<file path="config.mk">
export PLATFORM = sky130hd
export DESIGN_NAME = app_instr_driver
export DESIGN_NICKNAME = d
export VERILOG_FILES = /design/src/rtl/app_instr_driver.sv
export SDC_FILE = /design/constraint.sdc
export NUM_CORES = 1
export LEC_CHECK = 0
export ABC_AREA = 1
export CAP_MARGIN = 20
export CORE_MARGIN = 3
export CORE_UTILIZATION = 53
export CTS_CLUSTER_SIZE = 10
export DETAILED_ROUTE_END_ITERATION = 12
export PLACE_DENSITY = 0.86
export SETUP_SLACK_MARGIN = 0.5
export SYNTH_ARGS = -nofsm -noshare
export SYNTH_HDL_FRONTEND = slang
export SYNTH_SLANG_ARGS = --single-unit
</file>
<file path="constraint.sdc">
create_clock -name clk -period 18.5 [get_ports clk]
set_input_delay 3.7 -clock clk [delete_from_list [all_inputs] [get_ports clk]]
set_output_delay 3.7 -clock clk [all_outputs]
set_load 0.05 [all_outputs]
</file>
<file path="src/rtl/app_instr_driver.sv">
// Host-to-softMC instruction driver plus read-back word serializer (256b -> 32b beats).
// Optional ACK watchdog under APP_DRV_ACK_TIMEOUT_EN; instruction path stalls on iq_full, read path on host_rd_ready.
module app_instr_driver #(
  parameter int DQ_WIDTH    = 64,
  parameter int ACK_TIMEOUT = 1024
) (
  input  logic                  clk,
  input  logic                  rst,
  input  logic                  host_instr_valid,
  output logic                  host_instr_ready,
  input  logic [31:0]           host_instr,
  input  logic                  host_instr_last,
  output logic                  app_en,
  output logic [31:0]           app_instr,
  input  logic                  app_ack,
  input  logic                  iq_full,
  input  logic                  processing_iseq,
  input  logic                  rdback_fifo_empty,
  output logic                  rdback_fifo_rden,
  input  logic [4*DQ_WIDTH-1:0] rdback_data,
  output logic                  host_rd_valid,
  input  logic                  host_rd_ready,
  output logic [31:0]           host_rd_data,
  output logic                  host_rd_last,
  output logic                  seq_busy,
  output logic [15:0]           instr_count,
  output logic                  ack_timeout_err
);

  localparam int RD_W   = 4 * DQ_WIDTH;
  localparam int NBEATS = RD_W / 32;
  localparam int BEAT_W = (NBEATS > 1) ? $clog2(NBEATS) : 1;

  typedef enum logic [1:0] {IDLE, DRIVE, SEQ_WAIT_START, SEQ_WAIT_DONE} istate_t;
  typedef enum logic [1:0] {R_IDLE, R_LOAD, R_SEND} rstate_t;

  istate_t     state_q, state_d;
  logic [31:0] instr_q, instr_d;
  logic        last_q, last_d;
  logic [15:0] count_q, count_d;

`ifdef APP_DRV_ACK_TIMEOUT_EN
  localparam int TO_W = $clog2(ACK_TIMEOUT + 1);
  logic [TO_W-1:0] to_cnt_q, to_cnt_d;
  logic            to_err_q, to_err_d;
`endif

  rstate_t           rstate_q, rstate_d;
  logic [RD_W-1:0]   sh_q, sh_d;
  logic [BEAT_W-1:0] beat_q, beat_d;

  // ---------------- instruction FSM ----------------
  always_ff @(posedge clk or posedge rst) begin
    if (rst) begin
      state_q <= IDLE;
      instr_q <= '0;
      last_q  <= 1'b0;
      count_q <= '0;
    end else begin
      state_q <= state_d;
      instr_q <= instr_d;
      last_q  <= last_d;
      count_q <= count_d;
    end
  end

`ifdef APP_DRV_ACK_TIMEOUT_EN
  always_ff @(posedge clk or posedge rst) begin
    if (rst) begin
      to_cnt_q <= '0;
      to_err_q <= 1'b0;
    end else begin
      to_cnt_q <= to_cnt_d;
      to_err_q <= to_err_d;
    end
  end
`endif

  always_comb begin
    state_d          = state_q;
    instr_d          = instr_q;
    last_d           = last_q;
    count_d          = count_q;
    host_instr_ready = 1'b0;
    app_en           = 1'b0;
`ifdef APP_DRV_ACK_TIMEOUT_EN
    to_cnt_d         = '0;
    to_err_d         = to_err_q;
`endif
    case (state_q)
      IDLE: begin
        // Ready is forced low during reset even though state already reads IDLE.
        host_instr_ready = ~iq_full & ~rst;
        if (host_instr_valid && host_instr_ready) begin
          instr_d = host_instr;
          last_d  = host_instr_last;
          state_d = DRIVE;
        end
      end
      DRIVE: begin
        app_en = 1'b1;
        if (app_ack) begin
          if (count_q != 16'hFFFF) count_d = count_q + 16'd1;
          if (!last_q)              state_d = IDLE;
          else if (processing_iseq) state_d = SEQ_WAIT_DONE;
          else                      state_d = SEQ_WAIT_START;
        end
`ifdef APP_DRV_ACK_TIMEOUT_EN
        else if (to_cnt_q == TO_W'(ACK_TIMEOUT - 1)) begin
          to_err_d = 1'b1;
          state_d  = IDLE;
        end else begin
          to_cnt_d = to_cnt_q + TO_W'(1);
        end
`endif
      end
      SEQ_WAIT_START: begin
        if (processing_iseq) state_d = SEQ_WAIT_DONE;
      end
      SEQ_WAIT_DONE: begin
        if (!processing_iseq) begin
          state_d = IDLE;
          count_d = '0;
        end
      end
    endcase
  end

  assign app_instr   = instr_q;
  assign instr_count = count_q;
  assign seq_busy    = (state_q != IDLE) || (count_q != 16'd0);

`ifdef APP_DRV_ACK_TIMEOUT_EN
  assign ack_timeout_err = to_err_q;
`else
  assign ack_timeout_err = 1'b0;
`endif

  // ---------------- read-back serializer ----------------
  always_ff @(posedge clk or posedge rst) begin
    if (rst) begin
      rstate_q <= R_IDLE;
      sh_q     <= '0;
      beat_q   <= '0;
    end else begin
      rstate_q <= rstate_d;
      sh_q     <= sh_d;
      beat_q   <= beat_d;
    end
  end

  always_comb begin
    rstate_d         = rstate_q;
    sh_d             = sh_q;
    beat_d           = beat_q;
    rdback_fifo_rden = 1'b0;
    host_rd_valid    = 1'b0;
    host_rd_last     = 1'b0;
    case (rstate_q)
      R_IDLE: begin
        if (!rdback_fifo_empty && !rst) begin
          rdback_fifo_rden = 1'b1;
          rstate_d         = R_LOAD;
        end
      end
      R_LOAD: begin
        // FIFO output becomes valid the cycle after rden.
        sh_d     = rdback_data;
        beat_d   = '0;
        rstate_d = R_SEND;
      end
      R_SEND: begin
        host_rd_valid = 1'b1;
        host_rd_last  = (beat_q == BEAT_W'(NBEATS - 1));
        if (host_rd_ready) begin
          sh_d = sh_q >> 32;
          if (host_rd_last) begin
            beat_d   = '0;
            rstate_d = R_IDLE;
          end else begin
            beat_d = beat_q + BEAT_W'(1);
          end
        end
      end
      default: rstate_d = R_IDLE;
    endcase
  end

  // Low word first: the shift register always presents the current beat in its low 32 bits.
  assign host_rd_data = sh_q[31:0];

endmodule

</file>
==> results.py <==
metrics = {
    "critical_path": {
        "cp.required_ps": 14800,
        "cp-start-kind": "input pin",
        "r2r_cells": 7,
        "cpPeakStageDelay_ps": 870,
        "path_cells": "clkdlybuf4s50_1 -> buf_4 -> nor4_4 -> buf_4 -> clkdlybuf4s50_1",
        "worstPathMaxFanout": 35,
        "crit_slowest_cell": "clkdlybuf4s50_1",
        "critPathArrivalTime_ps": 5780,
        "cp-end-kind": "output pin",
        "worstSetupPathType": "input pin to output pin",
    },
    "final_layout": {
        "fillers": 2083,
        "post-route-util_pct": 70.8,
        "layout-drive-gt1-share_pct": 3.15,
        "areaGrowthSynthToFinish_pct": 30.8,
        "nets": 2328,
    },
    "clock_network": {
        "ctsResizeCount": 0,
        "hold_buffers": 0,
        "cts_buffer_depth": 3,
        "cts_sinks": 312,
        "clkLatencyLatePin_ps": 500,
        "cts_root_buffer": "clkbuf_16",
        "clk_pin_slew_worst_paths_ps": 60,
        "cts_buffers": 37,
        "cts_tree": "yes",
        "cts_setup_buffers": 0,
        "cts_max_level": 2,
    },
    "logic_synthesis": {
        "async_flop_share_pct": 100,
        "netlist_top_cells_area": "dfrtp_1, nand2_1, o211ai_1",
        "yosysTopAreaCell": "dfrtp_1",
        "yosysWarnings": 0,
        "syn_area_per_cell_um2": 8.36,
        "netlist_top_cells_count": "nand2_1, dfrtp_1, inv_1",
        "synth_edf_count": 0,
        "synthFlopType": "dfrtp_1",
        "synth_cell_type_count": 31,
        "netlist_area_mm2": 0.0147,
        "syn_inst": 1754,
        "synth-seq-cells": 312,
        "synth.most_common_cell": "nand2_1",
        "synth_nets": 2055,
        "synth_top_area_share_pct": 53.3,
        "yosysSeqAreaShare_pct": 53.3,
    },
    "drt": {
        "vias_per_cell": 5.33,
        "drc": 0,
        "vias": 12826,
        "avgRoutedWirePerCell_um": 16.2,
        "postRouteAntennaNets": 0,
        "first_pass_iters": 6,
        "finalWirelength_um": 39100,
        "first_iter_violations": 1244,
    },
    "die": {
        "core_mm2": 0.0271,
        "start_util_pct": 54.1,
        "die_w_um": 172,
        "die_area_mm2": 0.0297,
        "die_h_um": 172,
        "io_pins": 384,
        "rows": 60,
    },
    "status": {
        "status": "finished, final reports clean",
    },
    "worst_hold_path": {
        "min_path_type": "flop to flop",
        "hold_depth": 2,
    },
    "global_route": {
        "grt-ovfl-total": 0,
        "grt_pass1_vias": 12172,
        "grt_pass1_wl_um": 61200,
        "grt_usage_pct": 25.5,
        "antenna_found_initial": 6,
        "grt_start_max_net_pins": 277,
    },
    "place": {
        "dp_hpwl_um": 26400,
        "pre_cts_ws_ps": 9020,
        "gp_congestion": 0.899,
        "io_buffers": 382,
    },
    "sta": {
        "setup_viol": 0,
        "rsz0062_at_grt": "false",
        "hold_violations": 0,
        "worst_hold_slack_ps": 469,
        "slew_violations": 0,
        "fin_ws_ps": 9020,
        "skew_ps": 12.6,
        "max_freq_mhz": 106,
        "slew-limit-headroom_pct": 24.5,
        "worst_slew_pin_slew_ps": 1130,
        "fin_crit_ps": 9480,
        "period_share_pct": 51.2,
        "tns_ps": 0,
    },
    "pwr": {
        "power.leakage_nw": 8.80,
        "p_per_area_mw_per_mm2": 155,
        "ir_worst_vdd_uv": 74.3,
    },
    "run": {
        "maxCapViolations": 0,
    },
}
-- stage by stage --
step	power, mW	std cells	cell area [um2]
final	2.98	2407	19200
after global routing	3.19	2407	19200
after CTS	2.99	2402	19200
after detailed placement	2.37	2359	18200
after global placement	2.32	2359	18200
after floorplan	2.04	1754	14700
-- kinds of logic (layout without fill, tap and decap cells) --
kind of cell    after synthesis  in the layout  share of synthesized area [%]
fa+ha+maj                     4              4                          0.342
buf+inv                     319            596                           10.1
simple gates                703            703                           19.3
flops                       312            312                           53.3
compound gates              410            410                           16.7
xor+xnor                      5              5                          0.299
other cells                   1              5                         0.0256
-- layout by cell type (no fill, tap or decap), types with 3 or more instances in the layout --
cell type,count
diode_2,4
nand3_1,90
inv_1,158
buf_4,7
o21ai_1,36
nor2_1,140
a21oi_2,4
nor4_1,4
clkbuf_1,4
clkbuf_16,37
nand2_1,455
a31oi_1,86
dfrtp_1,312
clkdlybuf4s50_1,382
o21ai_0,146
nand4_1,3
ha_1,4
xor2_1,5
o211ai_1,107
a21oi_1,30
-- where the power goes --
part           internal, mW  switching [mW]  total (mW)
registers             0.941           0.123        1.06
logic                 0.447           0.854        1.30
clock network         0.363           0.252       0.615
total                  1.75            1.23        2.98
-- layer usage --
layer / vias to the layer above / share of wire (%) / track usage, %
li1: 6281 / - / -
met3: 101 / 8.1 / 6.17
met4: 4 / 3.6 / 9.23
met1: 5936 / 43 / 35.7
met5: - / 0.054 / 0
met2: 504 / 46 / 39.0
-- sequential cells by signal, indices dropped and copies added, names as in the netlist, named ones only --
register	cells
app_instr	32
beat_q	3
instr_count	16
last_q	1
rstate_q	2
sh_q	256
state_q	1
-- cell type report --
cell class,count,area [um2],area share (%)
repair buffers,392,3930,20.5
clock buffers,43,968,5.05
flip-flops and latches,312,7810,40.7
well taps,372,465,2.43
diodes,4,10.0,0.0522
multi-input cells,1123,5380,28.1
inverters,161,612,3.19
-- path summary, 6_finish.rpt --
kind | from | endpoint | slack [ps]
worst max-delay path | rst | host_instr_ready | 9020
worst min-delay path | app_instr[25] | app_instr[25] | 470
worst max register to register | rstate_q[1] | sh_q[144] | 14300
worst min register to register | app_instr[25] | app_instr[25] | 470
max in group asynchronous | rst | sh_q[197] | 13190
min in group asynchronous | rst | rstate_q[1] | 3940
-- worst max-delay path: cells and delay by family --
kind / cells / cell delay, ps
buffers and inverters: 4 / 1860
AND/OR/NAND/NOR: 1 / 210
Note: power is estimated with default switching activity, not from simulation.
